===== src/rtl/axis_delta_pkg.sv =====
// Shared types and helpers for the AXIS delta splitter.
package axis_delta_pkg;

    typedef enum logic [1:0] {
        IDLE,
        CALC,
        EMIT
    } state_t;

    // Number of ADDER_WIDTH slices needed to cover a w-bit word.
    function automatic int unsigned slice_count(input int unsigned w, input int unsigned a);
        return (w + a - 1) / a;
    endfunction

endpackage


===== src/rtl/axis_delta_splitter_serial_subtractor.sv =====
// Serial a-b subtractor, ADDER_WIDTH bits per cycle with a registered borrow.
// done_c/neg_c/mag_c are valid in the final slice cycle; mag_c is |a-b|.
module serial_subtractor
    import axis_delta_pkg::*;
#(
    parameter int unsigned TDATA_WIDTH = 8,
    parameter int unsigned ADDER_WIDTH = 4
) (
    input  logic                   clk,
    input  logic                   reset,
    input  logic                   start,
    input  logic                   en,
    input  logic [TDATA_WIDTH-1:0] a,
    input  logic [TDATA_WIDTH-1:0] b,
    output logic                   done_c,
    output logic                   neg_c,
    output logic [TDATA_WIDTH-1:0] mag_c
);

    localparam int unsigned N  = slice_count(TDATA_WIDTH, ADDER_WIDTH);
    localparam int unsigned PW = N * ADDER_WIDTH;
    localparam int unsigned CW = (N > 1) ? $clog2(N) : 1;
    localparam int unsigned SW = ADDER_WIDTH + 1;

    logic [CW-1:0]          cnt_q;
    logic                   borrow_q;
    logic [PW-1:0]          res_q;
    logic [PW-1:0]          res_d;
    logic [PW-1:0]          a_pad;
    logic [PW-1:0]          b_pad;
    logic [SW-1:0]          slice;
    logic [TDATA_WIDTH-1:0] diff;

    // Zero-extend so a partial top slice needs no special handling.
    assign a_pad = PW'(a);
    assign b_pad = PW'(b);

    always_comb begin
        slice = '0;
        res_d = res_q;
        for (int unsigned i = 0; i < N; i++) begin
            if (cnt_q == CW'(i)) begin
                slice = {1'b0, a_pad[i*ADDER_WIDTH +: ADDER_WIDTH]}
                      - {1'b0, b_pad[i*ADDER_WIDTH +: ADDER_WIDTH]}
                      - SW'(borrow_q);
                res_d[i*ADDER_WIDTH +: ADDER_WIDTH] = slice[ADDER_WIDTH-1:0];
            end
        end
    end

    assign done_c = en && (cnt_q == CW'(N - 1));
    assign neg_c  = slice[ADDER_WIDTH];
    assign diff   = res_d[TDATA_WIDTH-1:0];
    assign mag_c  = neg_c ? (~diff + TDATA_WIDTH'(1)) : diff;

    always_ff @(posedge clk or posedge reset) begin
        if (reset) begin
            cnt_q    <= '0;
            borrow_q <= 1'b0;
            res_q    <= '0;
        end else if (start) begin
            cnt_q    <= '0;
            borrow_q <= 1'b0;
            res_q    <= '0;
        end else if (en) begin
            cnt_q    <= cnt_q + CW'(1);
            borrow_q <= slice[ADDER_WIDTH];
            res_q    <= res_d;
        end
    end

endmodule


===== src/rtl/axis_delta_splitter.sv =====
// Splits an AXIS sample stream into add/sub delta streams (d = x[n]-x[n-1], per packet).
// Optional DELTA_PKT_CNT_EN adds a pkt_count output of completed packets.
module axis_delta_splitter
    import axis_delta_pkg::*;
#(
    parameter int unsigned TDATA_WIDTH = 8,
    parameter int unsigned ADDER_WIDTH = 4
) (
    input  logic                   clk,
    input  logic                   reset,
    input  logic [TDATA_WIDTH-1:0] s_axis_tdata,
    input  logic                   s_axis_tvalid,
    input  logic                   s_axis_tlast,
    output logic                   s_axis_tready,
    output logic [TDATA_WIDTH-1:0] m_add_tdata,
    output logic                   m_add_tvalid,
    output logic                   m_add_tlast,
    input  logic                   m_add_tready,
    output logic [TDATA_WIDTH-1:0] m_sub_tdata,
    output logic                   m_sub_tvalid,
    output logic                   m_sub_tlast,
    input  logic                   m_sub_tready
`ifdef DELTA_PKT_CNT_EN
    ,
    output logic [31:0]            pkt_count
`endif
);

    state_t                 state_q, state_d;
    logic [TDATA_WIDTH-1:0] x_q, x_d;
    logic [TDATA_WIDTH-1:0] prev_q, prev_d;
    logic [TDATA_WIDTH-1:0] add_data_q, add_data_d;
    logic [TDATA_WIDTH-1:0] sub_data_q, sub_data_d;
    logic                   last_q, last_d;
    logic                   tlast_q, tlast_d;
    logic                   add_valid_q, add_valid_d;
    logic                   sub_valid_q, sub_valid_d;
    logic                   rdy_q, rdy_d;
    logic                   accept_c, start_c, calc_en_c, emit_fin_c;
    logic                   sub_done_c, sub_neg_c;
    logic [TDATA_WIDTH-1:0] sub_mag_c;

    assign accept_c   = (state_q == IDLE) && rdy_q && s_axis_tvalid;
    assign calc_en_c  = (state_q == CALC);
    // A stream is finished once its valid has dropped or it handshakes this cycle.
    assign emit_fin_c = (!add_valid_q || m_add_tready) && (!sub_valid_q || m_sub_tready);

    serial_subtractor #(
        .TDATA_WIDTH(TDATA_WIDTH),
        .ADDER_WIDTH(ADDER_WIDTH)
    ) u_sub (
        .clk   (clk),
        .reset (reset),
        .start (start_c),
        .en    (calc_en_c),
        .a     (x_q),
        .b     (prev_q),
        .done_c(sub_done_c),
        .neg_c (sub_neg_c),
        .mag_c (sub_mag_c)
    );

    always_ff @(posedge clk or posedge reset) begin
        if (reset) begin
            state_q <= IDLE;
        end else begin
            state_q <= state_d;
        end
    end

    always_comb begin
        state_d = state_q;
        case (state_q)
            IDLE:    if (accept_c)   state_d = CALC;
            CALC:    if (sub_done_c) state_d = EMIT;
            EMIT:    if (emit_fin_c) state_d = IDLE;
            default: state_d = IDLE;
        endcase
    end

    always_comb begin
        x_d         = x_q;
        last_d      = last_q;
        prev_d      = prev_q;
        add_data_d  = add_data_q;
        sub_data_d  = sub_data_q;
        tlast_d     = tlast_q;
        add_valid_d = add_valid_q;
        sub_valid_d = sub_valid_q;
        start_c     = 1'b0;
        rdy_d       = (state_d == IDLE);
        case (state_q)
            IDLE: begin
                if (accept_c) begin
                    x_d     = s_axis_tdata;
                    last_d  = s_axis_tlast;
                    start_c = 1'b1;
                end
            end
            CALC: begin
                if (sub_done_c) begin
                    add_data_d  = sub_neg_c ? '0 : sub_mag_c;
                    sub_data_d  = sub_neg_c ? sub_mag_c : '0;
                    add_valid_d = 1'b1;
                    sub_valid_d = 1'b1;
                    tlast_d     = last_q;
                    prev_d      = last_q ? '0 : x_q;
                end
            end
            EMIT: begin
                if (m_add_tready) add_valid_d = 1'b0;
                if (m_sub_tready) sub_valid_d = 1'b0;
            end
            default: ;
        endcase
    end

    always_ff @(posedge clk or posedge reset) begin
        if (reset) begin
            x_q         <= '0;
            last_q      <= 1'b0;
            prev_q      <= '0;
            add_data_q  <= '0;
            sub_data_q  <= '0;
            tlast_q     <= 1'b0;
            add_valid_q <= 1'b0;
            sub_valid_q <= 1'b0;
            rdy_q       <= 1'b0;
        end else begin
            x_q         <= x_d;
            last_q      <= last_d;
            prev_q      <= prev_d;
            add_data_q  <= add_data_d;
            sub_data_q  <= sub_data_d;
            tlast_q     <= tlast_d;
            add_valid_q <= add_valid_d;
            sub_valid_q <= sub_valid_d;
            rdy_q       <= rdy_d;
        end
    end

`ifdef DELTA_PKT_CNT_EN
    // Counts packets whose tlast beat has completed on both streams.
    always_ff @(posedge clk or posedge reset) begin
        if (reset) begin
            pkt_count <= '0;
        end else if ((state_q == EMIT) && emit_fin_c && tlast_q) begin
            pkt_count <= pkt_count + 32'd1;
        end
    end
`endif

    assign s_axis_tready = rdy_q;
    assign m_add_tdata   = add_data_q;
    assign m_add_tvalid  = add_valid_q;
    assign m_add_tlast   = tlast_q;
    assign m_sub_tdata   = sub_data_q;
    assign m_sub_tvalid  = sub_valid_q;
    assign m_sub_tlast   = tlast_q;

endmodule


===== config.mk =====
export PLATFORM = sky130hd
export DESIGN_NAME = axis_delta_splitter
export DESIGN_NICKNAME = d
export VERILOG_FILES = /design/src/rtl/axis_delta_pkg.sv /design/src/rtl/axis_delta_splitter_serial_subtractor.sv /design/src/rtl/axis_delta_splitter.sv
export SDC_FILE = /design/constraint.sdc
export NUM_CORES = 1
export LEC_CHECK = 0
export CORE_UTILIZATION = 25
export CTS_CLUSTER_SIZE = 40
export DETAILED_ROUTE_END_ITERATION = 7
export GPL_ROUTABILITY_DRIVEN = 0
export PLACE_DENSITY_LB_ADDON = 0.25
export SLEW_MARGIN = 10
export SYNTH_ARGS = -nofsm -noshare
export SYNTH_HDL_FRONTEND = slang
export SYNTH_SLANG_ARGS = --single-unit

===== constraint.sdc =====
create_clock -name clk -period 2.6 [get_ports clk]
set_clock_uncertainty 0.05 [all_clocks]
set_input_delay 0.39 -clock clk [delete_from_list [all_inputs] [get_ports clk]]
set_output_delay 0.39 -clock clk [all_outputs]
set_load 0.02 [all_outputs]

==> reports/qor.log <==
[timing] Slew Limit Headroom 69.53%
[floorplanning] Core Footprint 10280 um2
[worst_setup_path] Crit path largest cell delay 0.44 ns
[power_and_ir_drop] worst voltage drop across the vdd grid 0.4549 mV
[worst_setup_path] Arrival @ worst endpoint 2.59 ns
[timing] transition time at the pin with the least slew margin 0.4538 ns
[power_and_ir_drop] internal power consumption 2.804 mW
[power_and_ir_drop] part of the total power dissipated in combinational logic 61.2%
[floorplanning] number of placement rows 37
[worst_setup_path] maximum fanout count along the critical path 3
[worst_setup_path] family with the most delay on the worst path adder cells
[clock_tree] number of hold buffers added after CTS 0
[synth] Synth area leader dfrtp_1
[worst_setup_path] count of buffering cells on the critical path with inverters included 2
[drt] post-DR wirelength/cell 12.43 um
[drt] total wirelength of the detailed-routed design 5604 um
[hold_path] type of the most critical hold path in2async
[synth] share of the yosys chip area belonging to registers 46.34%
[drt] total vias in the final route 1954
[timing] Final Max Slew Viols 0
[clock_tree] maximum buffer depth of the clock tree 2
[power_and_ir_drop] static leakage 1.486 nW
[finish] final layout net count 347
[drt] post-DR vias/cell 4.333
[timing] unrepaired setup endpoints after global routing false
[synth] Syn Std Cell Area 2646 um2
[synth] number of unique standard cell types used by synthesis 42
[worst_setup_path] Crit. End Element flop
[finish] number of fill cells 1099
[clock_tree] post-CTS clock slew at the launch and capture registers of the worst setup and hold paths 0.09 ns
[global_routing] GR peak layer met2
[synth] most used standard cells in the synthesized netlist 51 x nand2_1, 49 x dfrtp_1, 23 x inv_1, 15 x ha_1, 13 x nor2_1
[synth] post-synthesis net count 308
[clock_tree] clock sink count 49
[global_routing] global-route wire length before repair 9922 um
[synth] Async SR Flop Fraction 100.0%
[synth] library cell with the highest instance count after synthesis nand2_1
[placed_design] Port Buf Inserts 34
[worst_setup_path] Slowest-stage cell, CP fa_1
[power_and_ir_drop] Reg power frac 27.3%
[timing] Setup TNS Final 0 ns
[finish] area added between synthesis and finish 24.87%
[run] max-cap check violation count 0
[drt] Detailed Routing Iterations Pass 1 4
[synth] Mean Syn Cell Area 9.623 um2
[floorplanning] area of the die 11000 um2
[floorplanning] x dimension of the die 104.9 um
[timing] time the worst path needs with I/O delays and setup 2.446 ns
[synth] Most used DFF post-synth dfrtp_1
[synth] number of enable flip-flop cells after synthesis 0
[finish] share of layout cells above drive strength 1 10.16%
[global_routing] pin count of the biggest net entering global routing 44
[synth] Mapped Cells 275
[finish] number of antenna repair diodes 0
[timing] hold slack final 0.4094 ns
[worst_setup_path] register-to-register setup slack 0.15 ns
[global_routing] met2 Usage GRT 18.16%
[timing] maximum achievable frequency 0.4089 GHz
[global_routing] vias in the first global route 2019
[global_routing] All-Layer GR Usage 11.33%
[power_and_ir_drop] sw frac 43.94%
[worst_setup_path] length in cells of the worst reg-to-reg path 9
[global_routing] total congestion overflow after global routing 0
[floorplanning] Starting Density 25.75%
[clock_tree] number of H-tree branching levels 2
[timing] Hold Fails Final Rpt 0
[drt] number of remaining DRC errors 0
[synth] number of warnings issued by yosys 0
[worst_setup_path] reg-to-reg critical path endpoint m_sub_tdata[6]
[floorplanning] number of ports placed on the die boundary 35
[global_routing] global-route met3 utilization 2.620%
[synth] share of the synthesized area in the top cell type 46.34%
[timing] number of setup violations in the final report 0
[power_and_ir_drop] proportion of power drawn by the clock network 11.5%
[outcome] outcome completed
[power_and_ir_drop] power density over the cells 1514 nW/um2
[clock_tree] CTS tree built
[synth] cell types with the largest area share after synthesis dfrtp_1 46%, nand2_1 7.2%, ha_1 7.1%
[worst_setup_path] worst reg2reg path startpoint prev_q[0]
[worst_setup_path] kind of launch point of the worst setup path flop
[worst_setup_path] kind of critical path reg2reg
[floorplanning] vertical extent of the die 104.9 um
[clock_tree] clock insertion delay at the later pin of the skew report 0.30 ns
[clock_tree] number of CTS-inserted buffers 5
[worst_setup_path] endpoint required time on the critical path 2.74 ns
[timing] Final period util 94.06%
[drt] number of routed nets with antenna violations 0
[power_and_ir_drop] power spent charging and discharging nets 2.198 mW
[placed_design] HPWL after DPL 4199 um
[synth] number of synthesized register bits 49
[global_routing] GR met1 Demand/Resource 15.23%
[worst_setup_path] cell-by-cell listing of the critical path inv_1 -> fa_1 -> inv_1 -> fa_1 -> mux2_1 -> ha_1 -> o221ai_1 -> xnor2_1 -> o21ai_1
[drt] Detailed Route Iter0 Violations 54
[clock_tree] clock root buffer clkbuf_8
[global_routing] initial antenna violation count 0
[layout make-up]
| type | count | area, um2 | share of cell area [%] |
|---|---|---|---|
| clock buffer | 7 | 86.33 | 2.613 |
| inverter | 23 | 86.33 | 2.613 |
| tap | 136 | 170.2 | 5.150 |
| multi-input combinational | 189 | 1275 | 38.58 |
| clock inverter | 1 | 30.03 | 0.9087 |
| timing repair buffer | 46 | 430.4 | 13.03 |
| sequential | 49 | 1226 | 37.11 |
[through the flow]
stage                     std cells  setup WS (ns)  utilization [%]  instance area [um2]  power [mW]
after global placement          441         0.1590            30.76                 3162       4.361
after CTS                       449         0.1097            31.90                 3278       4.989
after detailed placement        441         0.1389            30.76                 3162       4.397
after floorplan                 275         0.2811                -                 2646       3.419
after global routing            451      0.0003899            32.15                 3304       5.502
final                           451         0.1545            32.15                 3304       5.002
[layout by cell type, fill, tap and decap left out, drive strengths merged, types with 5 or more instances in the layout]
master         count
xnor2              5
nor2              13
inv               23
clkbuf             7
dfrtp             49
ha                15
buf               12
nand2             52
o21ai             24
nand2b             8
nand3              6
o31ai             12
a21oi             12
clkdlybuf4s50     34
xor2               8
[worst max path at each step]
stage	from	to	cells after the start	slack [ns]
floorplan	prev_q[4]	m_sub_tdata[3]	8	0.28
global placement	u_sub.borrow_q	m_sub_tdata[7]	9	0.16
detailed placement	u_sub.borrow_q	m_sub_tdata[7]	9	0.14
CTS	u_sub.borrow_q	m_sub_tdata[7]	9	0.11
global route	prev_q[0]	m_sub_tdata[6]	9	0.0004
finish	prev_q[0]	m_sub_tdata[6]	9	0.15
[power groups by stage]
stage	Combinational, mW	Clock (mW)	Sequential [mW]
floorplan	1.97	0	1.45
CTS	3.02	0.597	1.37
finish	3.06	0.573	1.37
global placement	2.98	0	1.38
detailed placement	3.01	0	1.39
global route	3.45	0.624	1.42
[cells by family (layout without fill, tap and decap cells)]
| kind of cell | Yosys count | in the layout | share of synthesized area (%) |
|---|---|---|---|
| compound gates | 59 | 59 | 14.04 |
| xor+xnor | 13 | 13 | 4.586 |
| fa+ha+maj | 19 | 19 | 10.12 |
| buf+inv | 37 | 77 | 5.910 |
| flops | 49 | 49 | 46.34 |
| mux | 7 | 7 | 2.790 |
| simple gates | 91 | 91 | 16.22 |
[sequential cells by signal, indices dropped and copies added, names as in the netlist]
signal and cells:
m_add_tvalid 1, s_axis_tready 1, m_sub_tvalid 1, m_add_tdata 8, m_add_tlast 1, last_q 1
prev_q 8, state_q 2, u_sub.borrow_q 1, u_sub.cnt_q 1, m_sub_tdata 8, u_sub.res_q 8
x_q 8
[tightest hold or removal path: cells and delay by family]
| family | cells | cell delay, ns |
|---|---|---|
| buffers and inverters | 3 | 0.77 |
[routing by layer]
metal,vias up,part of all wire [%],wire [um]
li1,992,-,-
met1,928,51,2846
met2,27,45,2524
met3,7,2.7,151
met4,0,1.5,82
met5,-,0,0
[repair_timing]
action                                  CTS  global route
endpoints found under the setup margin    0             2
hold endpoints to repair                  0             0
gates resized for setup                   0             2
setup buffers                             0             2
Power figures use the tool's default switching activity.
